### config.mk
export PLATFORM = sky130hd
export DESIGN_NAME = bus_hub
export DESIGN_NICKNAME = d
export VERILOG_FILES = /design/src/rtl/bus_hub.sv
export SDC_FILE = /design/constraint.sdc
export NUM_CORES = 1
export LEC_CHECK = 0
export BUFFER_PORTS_ARGS = -buffer_cell sky130_fd_sc_hd__buf_4
export CAP_MARGIN = 20
export CORE_AREA = 2 2 338 340
export CTS_BUF_LIST = sky130_fd_sc_hd__clkbuf_8
export DETAILED_ROUTE_END_ITERATION = 10
export DIE_AREA = 0 0 340 342
export GPL_ROUTABILITY_DRIVEN = 0
export PLACE_DENSITY = 0.39
export SYNTH_ARGS = -nofsm -noshare
export SYNTH_HDL_FRONTEND = slang
export SYNTH_SLANG_ARGS = --single-unit
### constraint.sdc
create_clock -name clock -period 10.9 [get_ports clock]
set_input_delay 2.725 -clock clock [delete_from_list [all_inputs] [get_ports clock]]
set_output_delay 2.725 -clock clock [all_outputs]
set_load 0.02 [all_outputs]
### src/rtl/bus_hub.sv
// bus_hub: priority-encoded datapath bus multiplexer with a registered keeper,
// multi-driver conflict detection, a saturating conflict counter and a
// registered winning-source index.
// Optional build macro: BUS_HUB_STRICT_EN -- a conflict cycle forces the bus
// to zero and records the reserved all-ones index instead of the winner.
module bus_hub #(
    parameter int WIDTH = 32,
    parameter int N_SRC = 24,
    parameter int IDX_W = 5,
    parameter int CNT_W = 8
) (
    input  logic                   clock,
    input  logic                   clear,
    input  logic [N_SRC-1:0]       src_en,
    input  logic [N_SRC*WIDTH-1:0] src_data,
    input  logic                   hold,
    output logic [WIDTH-1:0]       bus_comb,
    output logic [WIDTH-1:0]       bus_q,
    output logic                   bus_valid,
    output logic [IDX_W-1:0]       src_idx,
    output logic                   conflict,
    output logic [CNT_W-1:0]       conflict_cnt
);

`ifdef BUS_HUB_STRICT_EN
    localparam bit STRICT = 1'b1;
`else
    localparam bit STRICT = 1'b0;
`endif

    logic             win_found;
    logic [IDX_W-1:0] win_idx;
    logic [WIDTH-1:0] win_data;
    logic             multi_en;
    logic             strict_err;
    logic             cnt_full;

    // Priority encoder: the lowest-index asserted enable wins the bus.
    always_comb begin
        win_found = 1'b0;
        win_idx   = '0;
        win_data  = '0;
        for (int unsigned i = 0; i < N_SRC; i++) begin
            if (src_en[i] && !win_found) begin
                win_found = 1'b1;
                win_idx   = IDX_W'(i);
                win_data  = src_data[i*WIDTH +: WIDTH];
            end
        end
    end

    // Two or more enables: clearing the lowest set bit leaves something set.
    always_comb begin
        multi_en   = |(src_en & (src_en - N_SRC'(1)));
        strict_err = STRICT && multi_en;
        cnt_full   = &conflict_cnt;
    end

    // Combinational bus: winner, zero on a strict conflict, else the keeper.
    always_comb begin
        if (strict_err) begin
            bus_comb = '0;
        end else if (win_found) begin
            bus_comb = win_data;
        end else begin
            bus_comb = bus_q;
        end
    end

    // Keeper and status registers; clear beats hold, hold freezes everything.
    always_ff @(posedge clock) begin
        if (clear) begin
            bus_q        <= '0;
            bus_valid    <= 1'b0;
            src_idx      <= '0;
            conflict     <= 1'b0;
            conflict_cnt <= '0;
        end else if (!hold) begin
            bus_valid <= win_found;
            conflict  <= multi_en;
            if (multi_en && !cnt_full) begin
                conflict_cnt <= conflict_cnt + CNT_W'(1);
            end
            if (win_found) begin
                bus_q   <= bus_comb;
                src_idx <= strict_err ? '1 : win_idx;
            end
        end
    end

endmodule

==> results of run 1 <==
## cell usage after synthesis (all sizes together) (6+ instances only)
master   number
nand2       186
a21oi       126
a41oi         6
nand2b       45
nor4         24
and3b         6
or4           7
nor3         51
a221oi       27
o2111ai       8
a31oi        43
or2           7
mux2         13
o22a          8
and2         14
o22ai        28
a22o         15
a32oi        10
o211ai       13
mux2i         6
a2bb2oi      12
o2bb2ai       7
a222oi       22
or3           9
a22oi        80
inv          29
o31ai        20
a211oi       15
a32o         10
nor2        116
o21ai       121
a221o        28
dfxtp        47
clkbuf      126
nand3        48
and3         16
o221ai       20
nor2b        37
nand4        27
buf          25
o221a         7
o21a         15
## worst min path at each step
stage                                    to  slack (ps)
detailed placement  src_idx[3]$_SDFFE_PP0P_         460
floorplan           src_idx[3]$_SDFFE_PP0P_         530
global placement    src_idx[3]$_SDFFE_PP0P_         450
CTS                  bus_valid$_SDFFE_PP0N_         480
global route        src_idx[3]$_SDFFE_PP0P_         510
finish               bus_valid$_SDFFE_PP0N_         490
## cell type report
class                           instances  area (um2)  area share
Inverter                               31         116     0.00633
Clock buffer                            5        68.8     0.00374
Clock inverter                          3        46.3     0.00252
Tap cell                             1512        1890       0.103
Sequential cell                        47         941      0.0512
Antenna cell                           10        25.0     0.00136
Timing Repair Buffer                  944        7080       0.385
Multi-Input combinational cell       1311        8210       0.447
## logic make-up after synthesis
kind of cell               share of synthesized area
buffers and inverters                         0.0733
adders and majority gates                    0.00231
AOI/OAI and AO/OA                              0.484
muxes                                         0.0212
DFF                                           0.0967
and+or+nand+nor                                0.322
## cell usage in the layout (no fill, tap or decap), drive strengths merged, types with 45 or more instances in the layout
cell type,Yosys,layout
nand3,48,48
o21ai,121,121
a22oi,80,80
a21oi,126,126
dfxtp,47,47
nor2,116,116
nand2b,45,45
nand2,186,186
buf,25,944
nor3,51,51
## worst max-delay path, cell delays in order
cell and delay, ps:
buf_4 270, or4_1 810, or4_1 600, buf_4 280
nor3_4 890, a222oi_1 160, a31oi_1 220, nor3_1 80
nor3_1 580, buf_4 260
## per-layer routing
metal	track usage	vias to the layer above
met5	0	-
met1	0.264	8610
li1	-	7654
met4	0.0259	94
met2	0.346	931
met3	0.0767	164
## registers in the layout, summed over array words and instances (netlist names)
| name | flops |
|---|---|
| src_idx | 5 |
| bus_valid | 1 |
| conflict | 1 |
| bus_q | 32 |
| conflict_cnt | 8 |
## power by group
group | internal [mW] | leakage, nW | total (mW) | switching [mW]
registers | 0.183 | 0.388 | 0.193 | 0.0100
logic | 0.291 | 7.17 | 0.612 | 0.321
clock network | 0.0698 | 0.0548 | 0.169 | 0.0992
==> impl_metrics.yaml, run 1 <==
run:
  maxCapViolCount: 0
cells_and_area:
  post-route-cell-area_mm2: 0.0184
  layout-drive-gt1-share: 0.431
  areaGrowthSynthToFinish_pct: 89.0
  fin_util: 0.163
  layout.cells.non_filler: 3863
  fill_cells: 13100
  final_nets: 3136
synth:
  synth_nets: 2336
  yosysSeqAreaShare: 0.0967
  synth_cells: 1540
  ys_types: 79
  syn_area_mm2: 0.00973
  synth_top_area_share: 0.0967
  yosysTopAreaCell: "dfxtp_1"
  avgSynthCellArea_um2: 6.32
  async_flop_share: 0
  synth.area.top_cells: "dfxtp_1, nand2_1, a21oi_1"
  synthFlopType: "dfxtp_1"
  synth_seq_cells: 47
  yosysWarnings: 0
  synth_edf_count: 0
placed_design:
  portBuffers: 873
  place_area_mm2: 0.0182
  dp_cells: 3845
  place_ws_ps: 1250
  hpwl_um: 111000
sta:
  finalHoldViolCount: 0
  min_period_ps: 9640
  rsz0062_at_grt: "no"
  final.setup.tns_ps: 0
  max_freq_ghz: 0.104
  fin_skew_ps: 4.39
  setup_viol: 0
  final_max_slew_viol_count: 0
  setup_ws_ps: 1260
  tightestPinTransition_ps: 1150
  fin_crit_sh: 0.884
  slew_headroom: 0.234
  holdWs_ps: 486
die:
  core_area_mm2: 0.113
  io_pins: 874
  die_w_um: 340
  fp.dieH_um: 342
  die_area_mm2: 0.116
  start_util: 0.0860
  row_count: 124
clock_tree:
  clock_sinks: 47
  cts_tree: "yes"
  cts_root_buffer: "clkbuf_8"
  cts_resized: 0
  h-tree-depth: 2
  clk_latency_ps: 380
  clock_path_buffers: 2
  post_cts_buffers: 0
  clk_pin_slew_ps: 140
  numCtsBuffers: 5
  cts_hold_buf: 0
routing:
  detail-route-antenna-nets: 0
  via_count: 17500
  wl_met1_um: 54000
  avgRoutedWirePerCell_um: 33.3
  top_layer: "met5"
  routed_via_density: 4.52
  route.detailed.drc: 0
  wirelength_um: 128000
  dr.first_iter.drc_count: 1572
  dr_wl_met3_um: 12800
  dr.pass1.iters: 8
  met2RoutedLength_um: 59300
power_and_ir_drop:
  leakagePower_nw: 7.62
  powerDensity_mw_per_mm2: 53.0
  vdd_ir_drop_max_uv: 49.4
  total_power_uw: 975
global_route:
  antenna_found_initial: 64
  track_usage: 0.209
  grt-ovfl-total: 0
  grt_pass1_vias: 17200
  grt_pass1_wl_um: 164000
  grt_start_max_net_pins: 68
worst_setup_path:
  worstSetupStartpoint: "src_en[1]"
  critPathKind: "input pin to primary output"
  worstRegToRegCells: 6
  critPathMaxFanout: 46
  arrival_ps: 6920
  cp.required_ps: 8180
  reg2reg_slack_ps: 8950
  worst_r2r_endpoint: "conflict_cnt[6]$_SDFFE_PP0P_"
  end_kind: "primary output"
  critPathLaunchType: "input pin"
  worstSetupEndpoint: "bus_comb[0]"
  r2r_start: "conflict_cnt[3]$_SDFFE_PP0P_"
hold_path:
  hold_class: "register to register"
  min_from: "bus_valid$_SDFFE_PP0N_"
  hold_path_depth: 2
status:
  status: "complete, no violations"
Power figures use the tool's default switching activity.
==> run 2, diff against run 1 <==
- RECOVER_POWER: unset -> 100
==> run 2 against run 1 <==
Compared with the run above:
- the run now ends with max-capacitance violations, max-slew violations left
- routed wire length fell by 0.18%
- non-clock buffer count did not move
- maximum frequency fell by 5.8%
- power fell by 2.0%
- global-route usage did not move
- final cell count barely moved
- critical endpoint unchanged
- largest power group unchanged
==> impl_metrics.yaml, run 2 (synthesized netlist as in run 1, its figures left out) <==
status:
  status: "finished with violations"
  violations: "max-capacitance violations, max-slew violations"
global_route:
  grt-ovfl-total: 0
  track_usage: 0.209
  grt_pass1_vias: 17200
  grt_start_max_net_pins: 68
  grt_pass1_wl_um: 164000
  antenna_found_initial: 64
clock_tree:
  clock_sinks: 47
  cts_tree: "yes"
  cts_root_buffer: "clkbuf_8"
  post_cts_buffers: 0
  h-tree-depth: 2
  numCtsBuffers: 5
  cts_resized: 0
  cts_hold_buf: 0
  clock_path_buffers: 2
  clk_latency_ps: 380
  clk_pin_slew_ps: 140
cells_and_area:
  layout.cells.non_filler: 3865
  largest_reg_flops: 32
  areaGrowthSynthToFinish_pct: 85.8
  final_nets: 3136
  multi_input_comb_area_mm2: 0.00818
  reg_top3: "bus_q x32, conflict_cnt x8, src_idx x5"
  fill_cells: 13200
  layout-drive-gt1-share: 0.397
  regArea_um2: 941
  final_cell_mix: "buf_4, nand2_1, a21oi_1"
  largest-register: "bus_q"
  layout_commonest_cell: "buf_4"
routing:
  via_count: 17300
  avgRoutedWirePerCell_um: 33.2
  detail-route-antenna-nets: 0
  routed_via_density: 4.47
  wirelength_um: 128000
  dr.pass1.iters: 6
  dr.first_iter.drc_count: 1425
  route.detailed.drc: 0
worst_setup_path:
  critPathMaxFanout: 27
  worst_r2r_endpoint: "conflict_cnt[6]$_SDFFE_PP0P_"
  cp.required_ps: 8180
  r2r_start: "conflict_cnt[2]$_SDFFE_PP0P_"
  worstRegToRegCells: 6
  arrival_ps: 7510
  worstSetupStartpoint: "src_en[10]"
  critPathLaunchType: "input pin"
  reg2reg_slack_ps: 8940
  end_kind: "primary output"
  critPathKind: "input pin to primary output"
sta:
  setup_viol: 0
  final_max_slew_viol_count: 40
  max_freq_ghz: 0.0977
  tightestPinTransition_ps: 1930
  final.setup.tns_ps: 0
  finalHoldViolCount: 0
  fin_crit_sh: 0.939
  fin_skew_ps: 7.39
  rsz0062_at_grt: "no"
  slew_headroom: -0.288
  min_period_ps: 10230
placed_design:
  portBuffers: 873
  dp_cells: 3845
  hpwl_um: 111000
hold_path:
  hold_class: "register to register"
  min_from: "bus_valid$_SDFFE_PP0N_"
  hold_path_depth: 2
  holdPathEnd: "bus_valid$_SDFFE_PP0N_"
die:
  io_pins: 874
  die_area_mm2: 0.116
  die_w_um: 340
  fp.dieH_um: 342
  core_area_mm2: 0.113
  start_util: 0.0860
  row_count: 124
power_and_ir_drop:
  leakagePower_nw: 7.30
  powerDensity_mw_per_mm2: 52.9
  vdd_ir_drop_max_uv: 49.7
run:
  maxCapViolCount: 3
-- run 2: changes by cell type in the layout (fill, tap and decap cells not counted) --
cell      delta
a21oi_1      +1
a21oi_4      -1
and2_0       +2
and2_1       -2
buf_4       -77
clkbuf_1    +77
diode_2      +2
nor3_1       +1
nor3_2       +1
nor3_4       -2
o21ai_0      +3
o21ai_1      -3
-- run 2: worst max-delay path, cell delays in order --
cell and delay [ps]:
clkbuf_1 450, or4_1 840, or4_1 460, buf_4 280, nor3_2 1320, a222oi_1 170, a31oi_1 240, nor3_1 80
nor3_1 590, clkbuf_1 310
-- run 2: worst max-delay path by stage --
stage | slack (ps) | to | depth (start not counted)
final | 670 | bus_comb[0] | 10
after global routing | 610 | bus_comb[0] | 10
after CTS | 1250 | bus_comb[13] | 10
after detailed placement | 1250 | bus_comb[13] | 10
after global placement | 1250 | bus_comb[13] | 10
after floorplan | 2570 | bus_comb[0] | 11
-- run 2: where the power goes --
| part | switching [mW] | internal (mW) |
|---|---|---|
| Sequential | 0.00973 | 0.183 |
| Combinational | 0.320 | 0.273 |
| Clock | 0.0993 | 0.0698 |
| Total | 0.429 | 0.526 |
-- run 2: area by class of cell --
type / count / share of cell area
Multi-Input combinational cell: 1311 / 0.453
Clock inverter: 3 / 0.00256
Clock buffer: 5 / 0.00381
Tap cell: 1512 / 0.105
Antenna cell: 12 / 0.00166
Sequential cell: 47 / 0.0521
Inverter: 31 / 0.00644
Timing Repair Buffer: 944 / 0.376
-- run 2: routing by layer --
layer | share of wire | up-vias | global-route usage
met5 | 0.0047 | - | 0
met4 | 0.015 | 94 | 0.0259
met3 | 0.096 | 166 | 0.0767
met2 | 0.46 | 897 | 0.346
met1 | 0.42 | 8474 | 0.264
li1 | - | 7664 | -
-- run 2: stage by stage --
| step | util | setup WS [ps] | cell area [um2] | hold slack [ps] | total power, mW |
|---|---|---|---|---|---|
| finish | 0.160 | 669 | 18100 | 483 | 0.955 |
| global placement | 0.161 | 1250 | 18200 | 448 | 0.814 |
| floorplan | - | 2570 | 9730 | 533 | 0.391 |
| global route | 0.160 | 614 | 18000 | 506 | 1.00 |
| CTS | 0.162 | 1250 | 18400 | 485 | 0.988 |
| detailed placement | 0.161 | 1250 | 18200 | 464 | 0.815 |
